--- src/rtl/mul_share_ctrl.sv ---
// rtl/mul_share_ctrl.sv - two-requester round-robin sequencer around one shared external multiplier
module mul_share_ctrl #(
   parameter int N = 8
) (
   input  logic           clk,
   input  logic           rst,
   input  logic           req0_valid,
   output logic           req0_ready,
   input  logic [N-1:0]   req0_a,
   input  logic [N-1:0]   req0_b,
   input  logic           req1_valid,
   output logic           req1_ready,
   input  logic [N-1:0]   req1_a,
   input  logic [N-1:0]   req1_b,
   output logic [N-1:0]   mul_a,
   output logic [N-1:0]   mul_b,
   input  logic [2*N-1:0] mul_p,
   output logic           resp_valid,
   input  logic           resp_ready,
   output logic           resp_id,
   output logic [2*N-1:0] resp_product,
   output logic           busy,
   output logic [15:0]    op_count
);

   typedef enum logic [1:0] {
      IDLE = 2'd0,
      CALC = 2'd1,
      RESP = 2'd2
   } state_t;

   state_t         state;
   state_t         state_nxt;
   logic [N-1:0]   op_a;
   logic [N-1:0]   op_b;
   logic           id_q;
   logic           last_grant;
   logic [2*N-1:0] product_q;
   logic [15:0]    count_q;
   logic           grant_any;
   logic           grant_id;

   // Under contention the requester not served last wins; a lone requester always wins.
   always_comb begin
      state_nxt  = state;
      grant_any  = 1'b0;
      grant_id   = 1'b0;
      req0_ready = 1'b0;
      req1_ready = 1'b0;
      case (state)
         IDLE: begin
            if (!rst && (req0_valid || req1_valid)) begin
               grant_any = 1'b1;
               if (req0_valid && req1_valid) begin
                  grant_id = ~last_grant;
               end else begin
                  grant_id = req1_valid;
               end
               state_nxt = CALC;
            end
         end
         CALC: state_nxt = RESP;
         RESP: begin
            if (resp_ready) begin
               state_nxt = IDLE;
            end
         end
         default: state_nxt = IDLE;
      endcase
      req0_ready = grant_any && !grant_id;
      req1_ready = grant_any && grant_id;
   end

   always_ff @(posedge clk) begin
      if (rst) begin
         state      <= IDLE;
         op_a       <= '0;
         op_b       <= '0;
         id_q       <= 1'b0;
         last_grant <= 1'b1;
         product_q  <= '0;
         count_q    <= '0;
      end else begin
         state <= state_nxt;
         if (grant_any) begin
            op_a       <= grant_id ? req1_a : req0_a;
            op_b       <= grant_id ? req1_b : req0_b;
            id_q       <= grant_id;
            last_grant <= grant_id;
         end
         // The multiplier sees only latched operands, so its product is settled in CALC.
         if (state == CALC) begin
            product_q <= mul_p;
         end
         if (state == RESP && resp_ready) begin
            count_q <= count_q + 16'd1;
         end
      end
   end

   assign mul_a        = op_a;
   assign mul_b        = op_b;
   assign resp_valid   = (state == RESP);
   assign resp_id      = id_q;
   assign resp_product = product_q;
   assign busy         = (state != IDLE);
   assign op_count     = count_q;

endmodule

--- config.mk ---
export PLATFORM = sky130hd
export DESIGN_NAME = mul_share_ctrl
export DESIGN_NICKNAME = d
export VERILOG_FILES = /design/src/rtl/mul_share_ctrl.sv
export SDC_FILE = /design/constraint.sdc
export NUM_CORES = 1
export LEC_CHECK = 0
export CAP_MARGIN = 40
export CELL_PAD_IN_SITES_DETAIL_PLACEMENT = 1
export CELL_PAD_IN_SITES_GLOBAL_PLACEMENT = 1
export CORE_MARGIN = 2
export CORE_UTILIZATION = 28
export DETAILED_ROUTE_END_ITERATION = 8
export PLACE_DENSITY = 0.82
export RECOVER_POWER = 50
export SYNTH_ARGS = -nofsm -noshare
export SYNTH_HDL_FRONTEND = slang
export SYNTH_SLANG_ARGS = --single-unit
--- constraint.sdc ---
create_clock -name clk -period 2.1 [get_ports clk]
set_clock_uncertainty 0.1 [all_clocks]
set_input_delay 0.21 -clock clk [delete_from_list [all_inputs] [get_ports clk]]
set_output_delay 0.21 -clock clk [all_outputs]
set_load 0.02 [all_outputs]
==> flow_summary.yaml <==
outcome:
  status: "completed"
synth:
  synth_top_family_by_area: "simple AND/OR/NAND/NOR gates"
  syn_nets: 302
  synthCells: 248
  synth.distinct_cells: 31
  post-synth-top-area-fraction_pct: 48.3
  synthMuxAreaShare_pct: 7.43
  synth_compound_area_share_pct: 14.3
  synth_seq_area_share_pct: 48.3
  synth_adder_area_share_pct: 0.580
  ys.warnings.count: 0
  synth_top_area_cell: "dfxtp_1"
  synth_xor_xnor_area_share_pct: 3.25
  synthTopCellsByArea: "dfxtp_1 48%, mux2i_1 7.4%, nand2_1 6.8%, a21oi_1 6.3%, a211oi_1 5.6%"
  synthSimpleGateAreaFrac_pct: 22.3
  syn_area_sq_um: 2160
  synth_seq_cells: 52
  postSynthAreaPerCell_sq_um: 8.69
critical_path:
  crit_fanout: 4
  slowest_delay_ps: 340
  rr_startpoint: "op_count[1]$_SDFFE_PP0P_"
  reg2reg_to: "op_count[12]$_SDFFE_PP0P_"
  reg2reg_slack_ps: 240
  worst-setup-path-type: "reg -> out"
  critPathSlowestCell: "or2_2"
  critPathLaunchType: "flip-flop"
  crit_required_ps: 1790
  ff2ff_path_depth: 5
  arrival_ps: 1670
  cpMostUsedCell: "or2_2"
  worstPathCellList: "or2_2 -> or2_2 -> nor2_1 -> and2_1 -> buf_2"
  worstSetupEndpointType: "primary output"
min_path:
  hp-start: "rst"
  min_delay_path_depth: 2
  min_path_type: "in -> reg"
  hold_end: "resp_id$_SDFFE_PP0N_"
power:
  ir_drop_mv: 0.273
  p_per_area_nw_per_um2: 625
  leakagePower_nw: 1.30
floorplan:
  core_area_sq_um: 7370
  io_pins: 106
  fp.dieW_um: 91.7
  dieHeight_um: 91.7
  dieArea_sq_um: 8420
  placementRows: 31
  initial_core_util_pct: 29.3
finish:
  nets: 411
  syn2layout_area_growth_pct: 58.2
  final_cell_area_sq_um: 3410
  fin_util_pct: 46.3
  diodes: 0
  drive_above_1_share_pct: 6.20
  final_cells: 454
  fill_cells: 873
sta:
  holdWs_ps: 178
  finalSetupViolCount: 0
  clock.fmax_mhz: 505
  slew_headroom_pct: 53.4
  finalCritPeriodShare_pct: 94.4
  fin_ws_ps: 119
  timing.final.max_slew_violations: 0
  finalHoldViolCount: 0
  rsz0062_at_grt: "false"
  period_minus_slack_ps: 1980
  worstMarginPinSlew_ps: 699
global_route:
  grt_util_all_layers_pct: 15.6
  grt_max_degree: 42
  grt_pass1_vias: 2227
  globalRouteOverflowTotal: 0
  antenna_found_initial: 0
  grt_pass1_wl_mm: 10.6
drt:
  ant_nets: 0
  wire_per_inst_um: 13.9
  drt_iter0_drc: 49
  viasPerCell: 4.70
  drt-total-wl_mm: 6.31
  wl_met2_mm: 3.14
  drt-met1-wl_mm: 2.56
  num_vias: 2133
  route.met3.wl_um: 541
  drc_errors: 0
  maxUsedRoutingLayer: "met4"
  drt-pass1-iter-count: 3
clock_tree:
  cts_hold_buf: 0
  numClockSinks: 52
  clockBufferDepth: 2
  cts_root_buf: "clkbuf_8"
  cts_buffers: 5
  htreeDepth: 2
  clk_pin_slew_ps: 80
  cts_tree: "built"
  insertion_delay_ps: 290
placed_design:
  port_buffers: 105
  dpl_worst_slack_ps: -160
  hpwl_mm: 4.97
  place_area_sq_um: 3370
  gp_congestion: 0.777
  place_inst: 449
job:
  drv_cap: 0
## kinds of logic (layout without fill, tap and decap cells)
| logic type | count (synthesis) | after routing |
|---|---|---|
| compound gates | 51 | 51 |
| xor+xnor | 8 | 8 |
| fa+ha+maj | 1 | 1 |
| buf+inv | 19 | 126 |
| flops | 52 | 52 |
| mux | 16 | 16 |
| simple gates | 101 | 101 |
## sequential cells by signal, summed over array words and instances (netlist names)
name,cells
resp_id,1
state,2
resp_product,16
last_grant,1
mul_b,8
op_count,16
mul_a,8
## how the worst max path moves through the flow
stage	from	to	slack, ps	cells after the start
floorplan	op_count[0]$_SDFFE_PP0P_	op_count[14]$_SDFFE_PP0P_	160	6
global placement	req0_valid	req1_ready	-120	6
detailed placement	req0_valid	req1_ready	-160	6
CTS	state[1]$_SDFFE_PP0P_	req0_ready	40	4
global route	state[1]$_SDFFE_PP0P_	req1_ready	20	5
finish	state[1]$_SDFFE_PP0P_	req1_ready	120	5
## layout by cell type (no fill, tap or decap), types with 3 or more instances in the layout
cell	netlist	final
a211oi_1	16	16
a21oi_1	27	27
buf_2	4	3
buf_4	0	8
clkbuf_1	11	4
clkbuf_8	0	5
clkdlybuf4s50_1	0	76
dfxtp_1	52	52
dlygate4sd3_1	0	26
inv_1	3	3
mux2i_1	16	16
nand2_1	39	39
nand3_1	7	7
nand4_1	3	3
nor2_1	27	27
nor3_1	5	5
o21ai_0	3	3
o31ai_1	4	4
or3_1	3	3
or4_1	4	4
xnor2_1	6	6
## stage by stage
stage	power [mW]	TNS (ps)
2_1_floorplan	1.37	0
3_3_place_gp	1.66	-198
3_5_place_dp	1.68	-270
4_1_cts	2.20	0
5_1_grt	2.27	0
6_report	2.13	0
## routing by layer
metal / up-vias / GRT usage, %
met5: - / 0
met4: 0 / 4.10
met3: 5 / 6.74
met2: 76 / 27.9
met1: 977 / 16.9
li1: 1075 / -
## power by group
part / switching, mW / internal, mW / total, mW
combinational: 0.269 / 0.266 / 0.535
clock: 0.297 / 0.216 / 0.513
sequential: 0.0322 / 1.05 / 1.08
total: 0.599 / 1.53 / 2.13
## synth_stat cells (all sizes together)
| library cell | count |
|---|---|
| a211oi | 16 |
| a21boi | 1 |
| a21oi | 27 |
| and2 | 1 |
| and2b | 1 |
| and4 | 1 |
| buf | 5 |
| clkbuf | 11 |
| dfxtp | 52 |
| ha | 1 |
| inv | 3 |
| mux2i | 16 |
| nand2 | 39 |
| nand2b | 2 |
| nand3 | 7 |
| nand3b | 1 |
| nand4 | 4 |
| nor2 | 27 |
| nor2b | 1 |
| nor3 | 5 |
| nor4 | 1 |
| o21ai | 3 |
| o31ai | 4 |
| or2 | 4 |
| or3 | 3 |
| or4 | 4 |
| xnor2 | 6 |
| xor2 | 2 |
## worst max-delay path, delay by kind of cell, from the launching register on
| kind | cells | cell delay (ps) |
|---|---|---|
| flops | 1 | 310 |
| simple gates | 4 | 900 |
| buf+inv | 1 | 170 |
## final cells by class
type | instances | area [sq um] | area share, %
Clock buffer | 5 | 68.8 | 2.02
Multi-Input combinational cell | 177 | 1030 | 30.3
Sequential cell | 52 | 1040 | 30.5
Inverter | 3 | 11.3 | 0.330
Timing Repair Buffer | 118 | 1130 | 33.2
Tap cell | 99 | 124 | 3.63
## repair_timing
action                                  CTS  global route
endpoints found under the setup margin    2             1
setup buffers                             0             0
cloned                                    0             0
resized for setup                         8             1
(Power assumes the default switching activity.)
